## src/rtl/morse_pkg.sv

```systemverilog
// Shared constants for the Morse keyer: state encoding, code points and element/gap lengths.
package morse_pkg;

  localparam int unsigned ST_W   = 3;
  localparam int unsigned CODE_W = 6;
  localparam int unsigned LEN_W  = 3;
  localparam int unsigned PAT_W  = 5;
  localparam int unsigned UCNT_W = 3;

  localparam logic [ST_W-1:0] ST_IDLE     = 3'd0;
  localparam logic [ST_W-1:0] ST_MARK     = 3'd1;
  localparam logic [ST_W-1:0] ST_GAP_ELEM = 3'd2;
  localparam logic [ST_W-1:0] ST_GAP_CHAR = 3'd3;
  localparam logic [ST_W-1:0] ST_GAP_WORD = 3'd4;

  localparam logic [CODE_W-1:0] CODE_SPACE     = 6'd36;
  localparam logic [CODE_W-1:0] CODE_MAX_VALID = 6'd36;

  localparam logic [UCNT_W-1:0] DOT_U      = 3'd1;
  localparam logic [UCNT_W-1:0] DASH_U     = 3'd3;
  localparam logic [UCNT_W-1:0] ELEM_GAP_U = 3'd1;
  localparam logic [UCNT_W-1:0] CHAR_GAP_U = 3'd3;
  localparam logic [UCNT_W-1:0] WORD_GAP_U = 3'd7;

  typedef struct packed {
    logic             valid;
    logic [LEN_W-1:0] len;
    logic [PAT_W-1:0] pattern;
  } rom_entry_t;

  // Number of units the given state lasts; a mark's length depends on its dash flag.
  function automatic logic [UCNT_W-1:0] state_units(input logic [ST_W-1:0] st, input logic dash);
    logic [UCNT_W-1:0] u;
    u = DOT_U;
    case (st)
      ST_MARK:     u = dash ? DASH_U : DOT_U;
      ST_GAP_ELEM: u = ELEM_GAP_U;
      ST_GAP_CHAR: u = CHAR_GAP_U;
      ST_GAP_WORD: u = WORD_GAP_U;
      default:     u = DOT_U;
    endcase
    return u;
  endfunction

endpackage

```

## src/rtl/morse_keyer_sequencer_if.sv

```systemverilog
// Character handshake, speed select and keying outputs of the Morse keyer.
interface morse_keyer_sequencer_if;
  import morse_pkg::*;

  logic              char_valid;
  logic [CODE_W-1:0] char_code;
  logic              char_ready;
  logic [7:0]        unit_len;
  logic              key_out;
  logic              elem_dash;
  logic              busy;
  logic              code_err;

  modport master (output char_valid, char_code, unit_len,
                  input  char_ready, key_out, elem_dash, busy, code_err);
  modport slave  (input  char_valid, char_code, unit_len,
                  output char_ready, key_out, elem_dash, busy, code_err);
endinterface

```

## src/rtl/morse_rom.sv

```systemverilog
// Character code to Morse element table; pattern is sent LSB first, 1 = dash.
module morse_rom
  import morse_pkg::*;
(
  input  logic [CODE_W-1:0] i_code,
  output rom_entry_t        o_entry_c
);

  function automatic rom_entry_t mk(input logic [LEN_W-1:0] len, input logic [PAT_W-1:0] pat);
    return '{valid: 1'b1, len: len, pattern: pat};
  endfunction

  always_comb begin
    o_entry_c = '0;
    if (i_code < CODE_MAX_VALID) begin
      case (i_code)
        6'd0:  o_entry_c = mk(3'd2, 5'b00010);
        6'd1:  o_entry_c = mk(3'd4, 5'b00001);
        6'd2:  o_entry_c = mk(3'd4, 5'b00101);
        6'd3:  o_entry_c = mk(3'd3, 5'b00001);
        6'd4:  o_entry_c = mk(3'd1, 5'b00000);
        6'd5:  o_entry_c = mk(3'd4, 5'b00100);
        6'd6:  o_entry_c = mk(3'd3, 5'b00011);
        6'd7:  o_entry_c = mk(3'd4, 5'b00000);
        6'd8:  o_entry_c = mk(3'd2, 5'b00000);
        6'd9:  o_entry_c = mk(3'd4, 5'b01110);
        6'd10: o_entry_c = mk(3'd3, 5'b00101);
        6'd11: o_entry_c = mk(3'd4, 5'b00010);
        6'd12: o_entry_c = mk(3'd2, 5'b00011);
        6'd13: o_entry_c = mk(3'd2, 5'b00001);
        6'd14: o_entry_c = mk(3'd3, 5'b00111);
        6'd15: o_entry_c = mk(3'd4, 5'b00110);
        6'd16: o_entry_c = mk(3'd4, 5'b01011);
        6'd17: o_entry_c = mk(3'd3, 5'b00010);
        6'd18: o_entry_c = mk(3'd3, 5'b00000);
        6'd19: o_entry_c = mk(3'd1, 5'b00001);
        6'd20: o_entry_c = mk(3'd3, 5'b00100);
        6'd21: o_entry_c = mk(3'd4, 5'b01000);
        6'd22: o_entry_c = mk(3'd3, 5'b00110);
        6'd23: o_entry_c = mk(3'd4, 5'b01001);
        6'd24: o_entry_c = mk(3'd4, 5'b01101);
        6'd25: o_entry_c = mk(3'd4, 5'b00011);
        6'd26: o_entry_c = mk(3'd5, 5'b11111);
        6'd27: o_entry_c = mk(3'd5, 5'b11110);
        6'd28: o_entry_c = mk(3'd5, 5'b11100);
        6'd29: o_entry_c = mk(3'd5, 5'b11000);
        6'd30: o_entry_c = mk(3'd5, 5'b10000);
        6'd31: o_entry_c = mk(3'd5, 5'b00000);
        6'd32: o_entry_c = mk(3'd5, 5'b00001);
        6'd33: o_entry_c = mk(3'd5, 5'b00011);
        6'd34: o_entry_c = mk(3'd5, 5'b00111);
        6'd35: o_entry_c = mk(3'd5, 5'b01111);
        default: o_entry_c = '0;
      endcase
    end
  end

endmodule

```

## src/rtl/morse_keyer_sequencer.sv

```systemverilog
// Turns accepted character codes into timed Morse keying with a latched unit timebase.
module morse_keyer_sequencer
  import morse_pkg::*;
#(
  parameter int unsigned       CTR_W      = 24,
  parameter logic [CTR_W-1:0]  UNIT_COUNT = CTR_W'(2_500_000)
) (
  input  logic                    clk,
  input  logic                    reset,
  morse_keyer_sequencer_if.slave  bus
);

  logic [ST_W-1:0]   r_state, w_state_nxt;
  logic [CTR_W-1:0]  r_cnt,   w_cnt_nxt;
  logic [CTR_W-1:0]  r_cmp,   w_cmp_nxt;
  logic [UCNT_W-1:0] r_ucnt,  w_ucnt_nxt;
  logic [LEN_W-1:0]  r_idx,   w_idx_nxt;
  logic [LEN_W-1:0]  r_len,   w_len_nxt;
  logic [PAT_W-1:0]  r_pat,   w_pat_nxt;
  logic              r_key,   w_key_nxt;
  logic              r_dash,  w_dash_nxt;
  logic              r_err,   w_err_nxt;

  rom_entry_t        w_rom;
  logic              w_tick;
  logic              w_done;
  logic [LEN_W-1:0]  w_idx_inc;

  morse_rom u_rom (
    .i_code    (bus.char_code),
    .o_entry_c (w_rom)
  );

  assign w_tick    = (r_state != ST_IDLE) && (r_cnt == r_cmp);
  assign w_done    = w_tick && ((r_ucnt + UCNT_W'(1)) == state_units(r_state, r_dash));
  assign w_idx_inc = r_idx + LEN_W'(1);

  // Next-state and datapath updates; the unit counter only advances outside IDLE.
  always_comb begin
    w_state_nxt = r_state;
    w_cnt_nxt   = r_cnt;
    w_cmp_nxt   = r_cmp;
    w_ucnt_nxt  = r_ucnt;
    w_idx_nxt   = r_idx;
    w_len_nxt   = r_len;
    w_pat_nxt   = r_pat;
    w_key_nxt   = r_key;
    w_dash_nxt  = r_dash;
    w_err_nxt   = 1'b0;

    if (r_state != ST_IDLE) begin
      w_cnt_nxt = w_tick ? '0 : r_cnt + CTR_W'(1);
      if (w_tick) w_ucnt_nxt = r_ucnt + UCNT_W'(1);
    end

    case (r_state)
      ST_IDLE: begin
        if (bus.char_valid) begin
          w_cmp_nxt  = (bus.unit_len == 8'd0) ? UNIT_COUNT
                                              : CTR_W'({6'b0, bus.unit_len, 10'b0});
          w_cnt_nxt  = '0;
          w_ucnt_nxt = '0;
          w_idx_nxt  = '0;
          w_len_nxt  = w_rom.len;
          w_pat_nxt  = w_rom.pattern;
          if (w_rom.valid) begin
            w_state_nxt = ST_MARK;
            w_key_nxt   = 1'b1;
            w_dash_nxt  = w_rom.pattern[0];
          end else if (bus.char_code == CODE_SPACE) begin
            w_state_nxt = ST_GAP_WORD;
          end else begin
            w_err_nxt = 1'b1;
          end
        end
      end
      ST_MARK: begin
        if (w_done) begin
          w_ucnt_nxt  = '0;
          w_key_nxt   = 1'b0;
          w_state_nxt = (r_idx < (r_len - LEN_W'(1))) ? ST_GAP_ELEM : ST_GAP_CHAR;
        end
      end
      ST_GAP_ELEM: begin
        if (w_done) begin
          w_ucnt_nxt  = '0;
          w_idx_nxt   = w_idx_inc;
          w_key_nxt   = 1'b1;
          w_dash_nxt  = r_pat[w_idx_inc];
          w_state_nxt = ST_MARK;
        end
      end
      ST_GAP_CHAR, ST_GAP_WORD: begin
        if (w_done) begin
          w_ucnt_nxt  = '0;
          w_state_nxt = ST_IDLE;
        end
      end
      default: w_state_nxt = ST_IDLE;
    endcase
  end

  always_ff @(posedge clk or posedge reset) begin
    if (reset) begin
      r_state <= ST_IDLE;
      r_cnt   <= '0;
      r_cmp   <= '0;
      r_ucnt  <= '0;
      r_idx   <= '0;
      r_len   <= '0;
      r_pat   <= '0;
      r_key   <= 1'b0;
      r_dash  <= 1'b0;
      r_err   <= 1'b0;
    end else begin
      r_state <= w_state_nxt;
      r_cnt   <= w_cnt_nxt;
      r_cmp   <= w_cmp_nxt;
      r_ucnt  <= w_ucnt_nxt;
      r_idx   <= w_idx_nxt;
      r_len   <= w_len_nxt;
      r_pat   <= w_pat_nxt;
      r_key   <= w_key_nxt;
      r_dash  <= w_dash_nxt;
      r_err   <= w_err_nxt;
    end
  end

  assign bus.char_ready = (r_state == ST_IDLE);
  assign bus.busy       = (r_state != ST_IDLE);
  assign bus.key_out    = r_key;
  assign bus.elem_dash  = r_dash;
  assign bus.code_err   = r_err;

endmodule

```

## src/flat_wrapper.sv

```systemverilog
// flat-port wrapper written by rule: the top's interface ports become plain ports
module morse_keyer_sequencer_flat import morse_pkg::*;
#(
  parameter int unsigned       CTR_W      = 24,
  parameter logic [CTR_W-1:0]  UNIT_COUNT = CTR_W'(2_500_000)
)
  (clk, reset, bus_char_valid, bus_char_code, bus_unit_len, bus_char_ready, bus_key_out, bus_elem_dash, bus_busy, bus_code_err);
  morse_keyer_sequencer_if bus_i ();
  input  logic clk;
  input  logic reset;
  input wire logic [$bits(bus_i.char_valid)-1:0] bus_char_valid;
  input wire logic [$bits(bus_i.char_code)-1:0] bus_char_code;
  input wire logic [$bits(bus_i.unit_len)-1:0] bus_unit_len;
  output wire logic [$bits(bus_i.char_ready)-1:0] bus_char_ready;
  output wire logic [$bits(bus_i.key_out)-1:0] bus_key_out;
  output wire logic [$bits(bus_i.elem_dash)-1:0] bus_elem_dash;
  output wire logic [$bits(bus_i.busy)-1:0] bus_busy;
  output wire logic [$bits(bus_i.code_err)-1:0] bus_code_err;
  assign bus_i.char_valid = bus_char_valid;
  assign bus_i.char_code = bus_char_code;
  assign bus_i.unit_len = bus_unit_len;
  assign bus_char_ready = bus_i.char_ready;
  assign bus_key_out = bus_i.key_out;
  assign bus_elem_dash = bus_i.elem_dash;
  assign bus_busy = bus_i.busy;
  assign bus_code_err = bus_i.code_err;
  morse_keyer_sequencer #(.CTR_W(CTR_W), .UNIT_COUNT(UNIT_COUNT)) u_core (.clk(clk), .reset(reset), .bus(bus_i));
endmodule
```

## config.mk

```make
export PLATFORM = sky130hd
export DESIGN_NAME = morse_keyer_sequencer_flat
export DESIGN_NICKNAME = d
export VERILOG_FILES = /design/src/rtl/morse_pkg.sv /design/src/rtl/morse_keyer_sequencer_if.sv /design/src/rtl/morse_rom.sv /design/src/rtl/morse_keyer_sequencer.sv /design/src/flat_wrapper.sv
export SDC_FILE = /design/constraint.sdc
export NUM_CORES = 1
export LEC_CHECK = 0
export CORE_ASPECT_RATIO = 2
export CORE_UTILIZATION = 49
export DETAILED_ROUTE_END_ITERATION = 7
export PLACE_DENSITY = 0.67
export SLEW_MARGIN = 20
export SYNTH_ARGS = -nofsm -noshare
export SYNTH_HDL_FRONTEND = slang
export SYNTH_SLANG_ARGS = --single-unit
```

## constraint.sdc

```tcl
create_clock -name clk -period 2.5 [get_ports clk]
set_input_delay 0.625 -clock clk [delete_from_list [all_inputs] [get_ports clk]]
set_output_delay 0.625 -clock clk [all_outputs]
set_load 0.01 [all_outputs]
```

==> results of run 1 <==
[per-layer routing]
layer  share of wire  vias to the layer above
met1            0.35                     1369
met3           0.023                       24
met5               0                        -
met4           0.043                        0
met2            0.58                       43
li1                -                     1404
[report_power, final]
part           leakage [nW]  internal (mW)  total [mW]  switching (mW)
clock                0.0841          0.501       0.810           0.310
combinational          1.04          0.558        1.22           0.665
sequential            0.707           1.03        1.17           0.142
total                  1.83           2.09        3.21            1.12
[cells in the final DEF, fill, tap and decap left out, types with 3 or more instances in the layout]
| master | count |
|---|---|
| nor2_1 | 42 |
| o21ai_0 | 15 |
| a21oi_1 | 20 |
| or2_2 | 3 |
| inv_1 | 11 |
| nor4_1 | 4 |
| mux4_2 | 4 |
| a211oi_1 | 3 |
| dfrtp_1 | 53 |
| o22ai_1 | 6 |
| xnor2_1 | 10 |
| a31oi_1 | 4 |
| or3_1 | 3 |
| nor3_1 | 3 |
| ha_1 | 13 |
| xor2_1 | 27 |
| o31ai_1 | 6 |
| nor2b_1 | 3 |
| buf_4 | 37 |
| clkdlybuf4s50_1 | 21 |
| nand2_1 | 53 |
| clkbuf_16 | 5 |
| nand2b_1 | 5 |
| nand3_1 | 11 |
| o22a_1 | 4 |
| nand4_1 | 10 |
[flip-flops by register name, indices dropped and copies added (netlist names), 3 cells and up]
name,flops
u_core.r_cnt,24
u_core.r_cmp,9
u_core.r_pat,5
u_core.r_idx,3
u_core.r_len,3
u_core.r_state,3
u_core.r_ucnt,3
[final cells by class]
type,count,share of cell area
sequential,53,0.327
clock buffer,7,0.0352
tap,88,0.0272
multi-input combinational,287,0.461
timing repair buffer,60,0.130
clock inverter,1,0.00741
inverter,13,0.0120
[worst max-delay path by stage]
stage                                                   to  slack [ps]                          start
final                                       bus_char_ready         120  u_core.r_state[0]$_DFFE_PP0P_
after floorplan           u_core.bus.elem_dash$_DFFE_PP0P_         290               bus_char_code[3]
after CTS                       u_core.r_cnt[14]$_DFF_PP0_          80     u_core.r_cnt[19]$_DFF_PP0_
after global placement         u_core.r_pat[2]$_DFFE_PP0P_        -100               bus_char_code[0]
after global routing      u_core.bus.elem_dash$_DFFE_PP0P_          40               bus_char_code[0]
after detailed placement  u_core.bus.elem_dash$_DFFE_PP0P_        -190               bus_char_code[0]
[critical path, delay by kind of cell, from the launching register on]
family | cells | cell delay [ps]
buffers and inverters | 2 | 670
DFF | 1 | 410
and+or+nand+nor | 1 | 380
[logic make-up (layout without fill, tap and decap cells)]
| group | Yosys count | count (layout) | synth area share |
|---|---|---|---|
| adders and majority gates | 13 | 13 | 0.0488 |
| buffers and inverters | 33 | 81 | 0.0432 |
| AOI/OAI and AO/OA | 76 | 76 | 0.148 |
| muxes | 8 | 8 | 0.0398 |
| and+or+nand+nor | 153 | 153 | 0.225 |
| xor gates and xnor gates | 37 | 37 | 0.0973 |
| DFF | 53 | 53 | 0.398 |
[repair_timing]
| item | CTS | global route |
|---|---|---|
| endpoints found under the hold margin | 0 | 0 |
| hold buffers | 0 | 0 |
| gates resized for setup | 0 | 3 |
| endpoints found under the setup margin | 0 | 24 |
[metrics by stage]
step	setup TNS, ps	util	total power [mW]
2_1_floorplan	0	-	1.95
3_3_place_gp	-241	0.590	2.39
3_5_place_dp	-631	0.590	2.42
4_1_cts	0	0.616	3.24
5_1_grt	0	0.617	3.42
6_report	0	0.617	3.21
==> results.toml, run 1 <==
[place]
placed_cell_area_um2 = 3870
placedCellCount = 501
place.gp.congestion = 0.875
place_ws_ps = -189
io_buffers = 21
post-dp-hpwl_um = 6430

[worst_setup_path]
worst-path-max-fanout = 5
cp_slowest_cell = "clkdlybuf4s50_1"
cp-start-kind = "flop"
reg2reg_from = "u_core.r_cnt[19]$_DFF_PP0_"
slowest_delay_ps = 550
cp_data_required_time_ps = 1880
crit_type = "flop to output pin"
worstSetupEndpointType = "output pin"
cp_cell_sequence = "or3_1 > inv_2 > clkdlybuf4s50_1"
reg2reg_depth = 7
cp_data_arrival_time_ps = 1760
reg2reg_slack_ps = 180
r2r_end = "u_core.r_state[0]$_DFFE_PP0P_"

[global_routing]
gr-usage-met3 = 0.0416
grt.overflow.total = 0
grt_use_met1 = 0.271
grt_busiest_layer = "met2"
grt_pass1_wl_um = 13800
grt_pass1_vias = 2956
gr-usage-all-layers = 0.261
grt_use_met2 = 0.468
grt_max_degree = 37
grt_antenna_before_repair = 0

[final_layout]
finalNonFillerCells = 509
postLayoutCellArea_um2 = 4060
fillCellCount = 592
multi_input_area_um2 = 1870
syn_to_final_growth_pct = 21.7
drive_gt1_frac = 0.157
ff_latch_area_um2 = 1330
nNetsFinal = 450
num_antenna_cells = 0

[cts]
clkSlewWorstSetupHoldPaths_ps = 70
clock_sinks = 53
numCtsBuffers = 5
clock_latency_ps = 300
h-tree-depth = 2
cts_tree = "yes"
clk_path_buf_depth = 2
ctsRootBufferMaster = "clkbuf_16"
post-cts-setup-buffers = 0

[sta]
rsz0062_at_grt = "no"
setup_viol = 0
hold_viol = 0
fin_ws_ps = 120
whs_ps = 482
fin_crit_sh = 0.952
max_freq_mhz = 420
slew_headroom = 0.475
layout_min_cycle_time_ps = 2380
skew_ps = 6.12
worst_slew_pin_slew_ps = 782
drv_slew = 0

[pwr]
p_leak_nw = 1.83
ir_worst_vdd_uv = 460
power_density_nw_per_um2 = 791

[synth]
syn_area_um2 = 3330
synth_nets = 403
synth_cell_types = 58
synth_flop_cell = "dfrtp_1"
synthArstFlopShare = 1.00
ys_seq_area_frac = 0.398
synth_edf_count = 0
synthTopCellsByArea = "dfrtp_1 40%, xor2_1 7.1%, nand2_1 6.0%, ha_1 4.9%, nor2_1 4.7%"
yosysTopAreaCell = "dfrtp_1"
yosys_warnings = 0
synth_top_area_share = 0.398
ys_ff_latch = 53
netlist_instances = 373
syn_avg_cell_area_um2 = 8.93
synth_top_cells_by_count = "53 x dfrtp_1, 53 x nand2_1, 42 x nor2_1"

[route]
ant_nets = 0
wirelength_um = 8210
drt_pass1_iterations = 4
vias = 2840
wl_per_cell_um = 16.1
drtIter0Drc = 135
viasPerCell = 5.58
drcViolationCount = 0

[min_path]
min_path_cells = 2
min_to = "u_core.r_pat[4]$_DFFE_PP0P_"
hp-class = "flop to flop"
hp-start = "u_core.r_pat[4]$_DFFE_PP0P_"

[outcome]
status = "completed"

[floorplan]
io_pins = 22
rows = 42
die_y_um = 119
design.core.area_um2 = 6570
die-area_um2 = 7150
dieWidth_um = 60.3
initial_utilization = 0.507

[flow_run]
drv_cap = 0
Note: power is estimated with default switching activity, not from simulation.
==> inputs of run 2 (changes only) <==
--- a/config.mk
+++ b/config.mk
@@ -5,10 +5,13 @@
 export SDC_FILE = /design/constraint.sdc
 export NUM_CORES = 1
 export LEC_CHECK = 0
+export ABC_AREA = 1
 export CORE_ASPECT_RATIO = 2
 export CORE_UTILIZATION = 49
 export DETAILED_ROUTE_END_ITERATION = 7
+export GPL_TIMING_DRIVEN = 0
 export PLACE_DENSITY = 0.67
+export SKIP_LAST_GASP = 1
 export SLEW_MARGIN = 20
 export SYNTH_ARGS = -nofsm -noshare
 export SYNTH_HDL_FRONTEND = slang
==> results.toml, run 2 <==
[final_layout]
reg.largest.list = "u_core.r_cnt x24, u_core.r_cmp x9, u_core.r_pat x5"
layout_commonest_cell = "nand2_1"
syn_to_final_growth_pct = 12.8
top_register = "u_core.r_cnt"
finalNonFillerCells = 684
nNetsFinal = 619
num_antenna_cells = 0
drive_gt1_frac = 0.0746
postLayoutCellArea_um2 = 4360
utilization = 0.573
largest_register_ffs = 24
final_cell_mix = "134 x nand2_1, 74 x inv_1, 71 x nor2_1"

[worst_setup_path]
worst-path-max-fanout = 19
crit_type = "flop to output pin"
cp_slowest_cell = "clkdlybuf4s50_1"
slowest_delay_ps = 540
crit_family = "buffers and inverters"
cp_data_required_time_ps = 1880
cp-start-kind = "flop"
cp_data_arrival_time_ps = 1790
cp_cell_sequence = "nor2_4 > nand2_8 > inv_6 > clkdlybuf4s50_1"
worstSetupEndpointType = "output pin"
cp.buffers_inverters = 2

[global_routing]
grt.overflow.total = 0
grt_use_met1 = 0.275
grt_antenna_before_repair = 0
grt_use_met2 = 0.590
grt_pass1_vias = 3900
gr-usage-met3 = 0.0313
gr-usage-all-layers = 0.297
grt_busiest_layer = "met2"
grt_pass1_wl_um = 18700
grt_max_degree = 54

[synth]
synth_top_area_share = 0.343
syn_area_um2 = 3870
netlist_instances = 563
synthArstFlopShare = 1.00
yosys_warnings = 0
ys_seq_area_frac = 0.343
ys_ff_latch = 53
synth_flop_cell = "dfrtp_1"
syn_avg_cell_area_um2 = 6.87
synth_edf_count = 0
synth_nets = 593
synth_cell_types = 44
synth_top_cells_by_count = "134 x nand2_1, 76 x inv_1, 71 x nor2_1"
yosysMostFrequentCell = "nand2_1"
synthTopCellsByArea = "dfrtp_1 34%, nand2_1 13%, inv_1 7.4%, nor2_1 6.9%, o21ai_0 6.0%"
yosysTopAreaCell = "dfrtp_1"

[cts]
clk_path_buf_depth = 2
clkSlewWorstSetupHoldPaths_ps = 70
numCtsBuffers = 5
cts_resized = 2
cts_tree = "yes"
ctsHoldBuffers = 0
ctsRootBufferMaster = "clkbuf_16"
post-cts-setup-buffers = 0
clock_latency_ps = 300
clock_sinks = 53
h-tree-depth = 2

[floorplan]
die_y_um = 128
design.core.area_um2 = 7600
dieWidth_um = 64.8
io_pins = 22
initial_utilization = 0.509
rows = 45
die-area_um2 = 8270

[route]
drcViolationCount = 0
wirelength_um = 11200
wl_per_cell_um = 16.4
drt_pass1_iterations = 4
viasPerCell = 5.61
vias = 3834
ant_nets = 0
drtIter0Drc = 257

[sta]
whs_ps = 484
rsz0062_at_grt = "no"
fin_crit_sh = 0.965
skew_ps = 10.4
worst_slew_pin_slew_ps = 678
tns_ps = 0
setup_viol = 0
fin_ws_ps = 87.9
drv_slew = 0
hold_viol = 0
max_freq_mhz = 415
slew_headroom = 0.548
layout_min_cycle_time_ps = 2410

[pwr]
finalPower_mw = 3.72
intPower_mw = 2.12
p_sw_mw = 1.61
power_density_nw_per_um2 = 854
p_leak_nw = 2.06
ir_worst_vdd_uv = 693
combPwrFrac = 0.465
pwr-share-seq = 0.320
clkPwrFrac = 0.215
sw_frac_of_total = 0.432

[place]
place.gp.congestion = 0.939
io_buffers = 20
placed_cell_area_um2 = 4190
placedCellCount = 677
post-dp-hpwl_um = 8820
place_ws_ps = -515

[outcome]
status = "completed"

[min_path]
hp-class = "flop to flop"

[flow_run]
drv_cap = 0
run 2: worst paths after layout:
kind	endpoint	from	cells past startpoint	slack, ps
hold reg to reg	u_core.bus.key_out$_DFFE_PP0P_	u_core.bus.key_out$_DFFE_PP0P_	2	480
min in group asynchronous	u_core.r_cmp[16]$_DFFE_PP0P_	reset	2	780
setup reg to reg	u_core.r_idx[0]$_DFFE_PP0P_	u_core.r_cnt[7]$_DFF_PP0_	11	430
max in group asynchronous	u_core.r_state[1]$_DFFE_PP0P_	reset	2	1220
setup / recovery	bus_char_ready	u_core.r_state[1]$_DFFE_PP0P_	4	90
hold / removal	u_core.bus.key_out$_DFFE_PP0P_	u_core.bus.key_out$_DFFE_PP0P_	2	480
run 2: metal layers:
layer | vias up | share of wire | wire (µm)
met1 | 1794 | 0.35 | 3950
met2 | 96 | 0.57 | 6380
li1 | 1899 | - | -
met4 | 0 | 0.061 | 688
met5 | - | 0 | 0
met3 | 45 | 0.019 | 210
run 2: cell families (layout without fill, tap and decap cells):
kind of cell,after synthesis,in the layout,synth area share
AND/OR/NAND/NOR,311,311,0.374
buffers and inverters,92,119,0.0955
AO/OA/AOI/OAI,83,83,0.121
flip-flops,53,53,0.343
adder cells (fa/ha/maj),13,13,0.0421
XOR/XNOR,11,11,0.0249
run 2: final cells by class:
class	instances	area [µm²]
Tap cell	94	118
Buffer	9	55.1
Sequential cell	53	1330
Fill cell	754	3240
Clock buffer	6	129
Inverter	82	315
Multi-Input combinational cell	418	2170
Timing Repair Buffer	20	201
Clock inverter	2	38.8
run 2: power groups by stage:
stage          registers, mW  clock network [mW]  logic, mW
2_1_floorplan           1.18                   0       1.21
3_3_place_gp            1.20                   0       1.70
3_5_place_dp            1.21                   0       1.72
4_1_cts                 1.19               0.818       1.72
5_1_grt                 1.22               0.841       1.95
6_report                1.19               0.801       1.73
run 2: tightest hold or removal path: stages (launching register included):
cell and delay (ps):
dfrtp_1 350, nand2_1 50, nand2_1 50
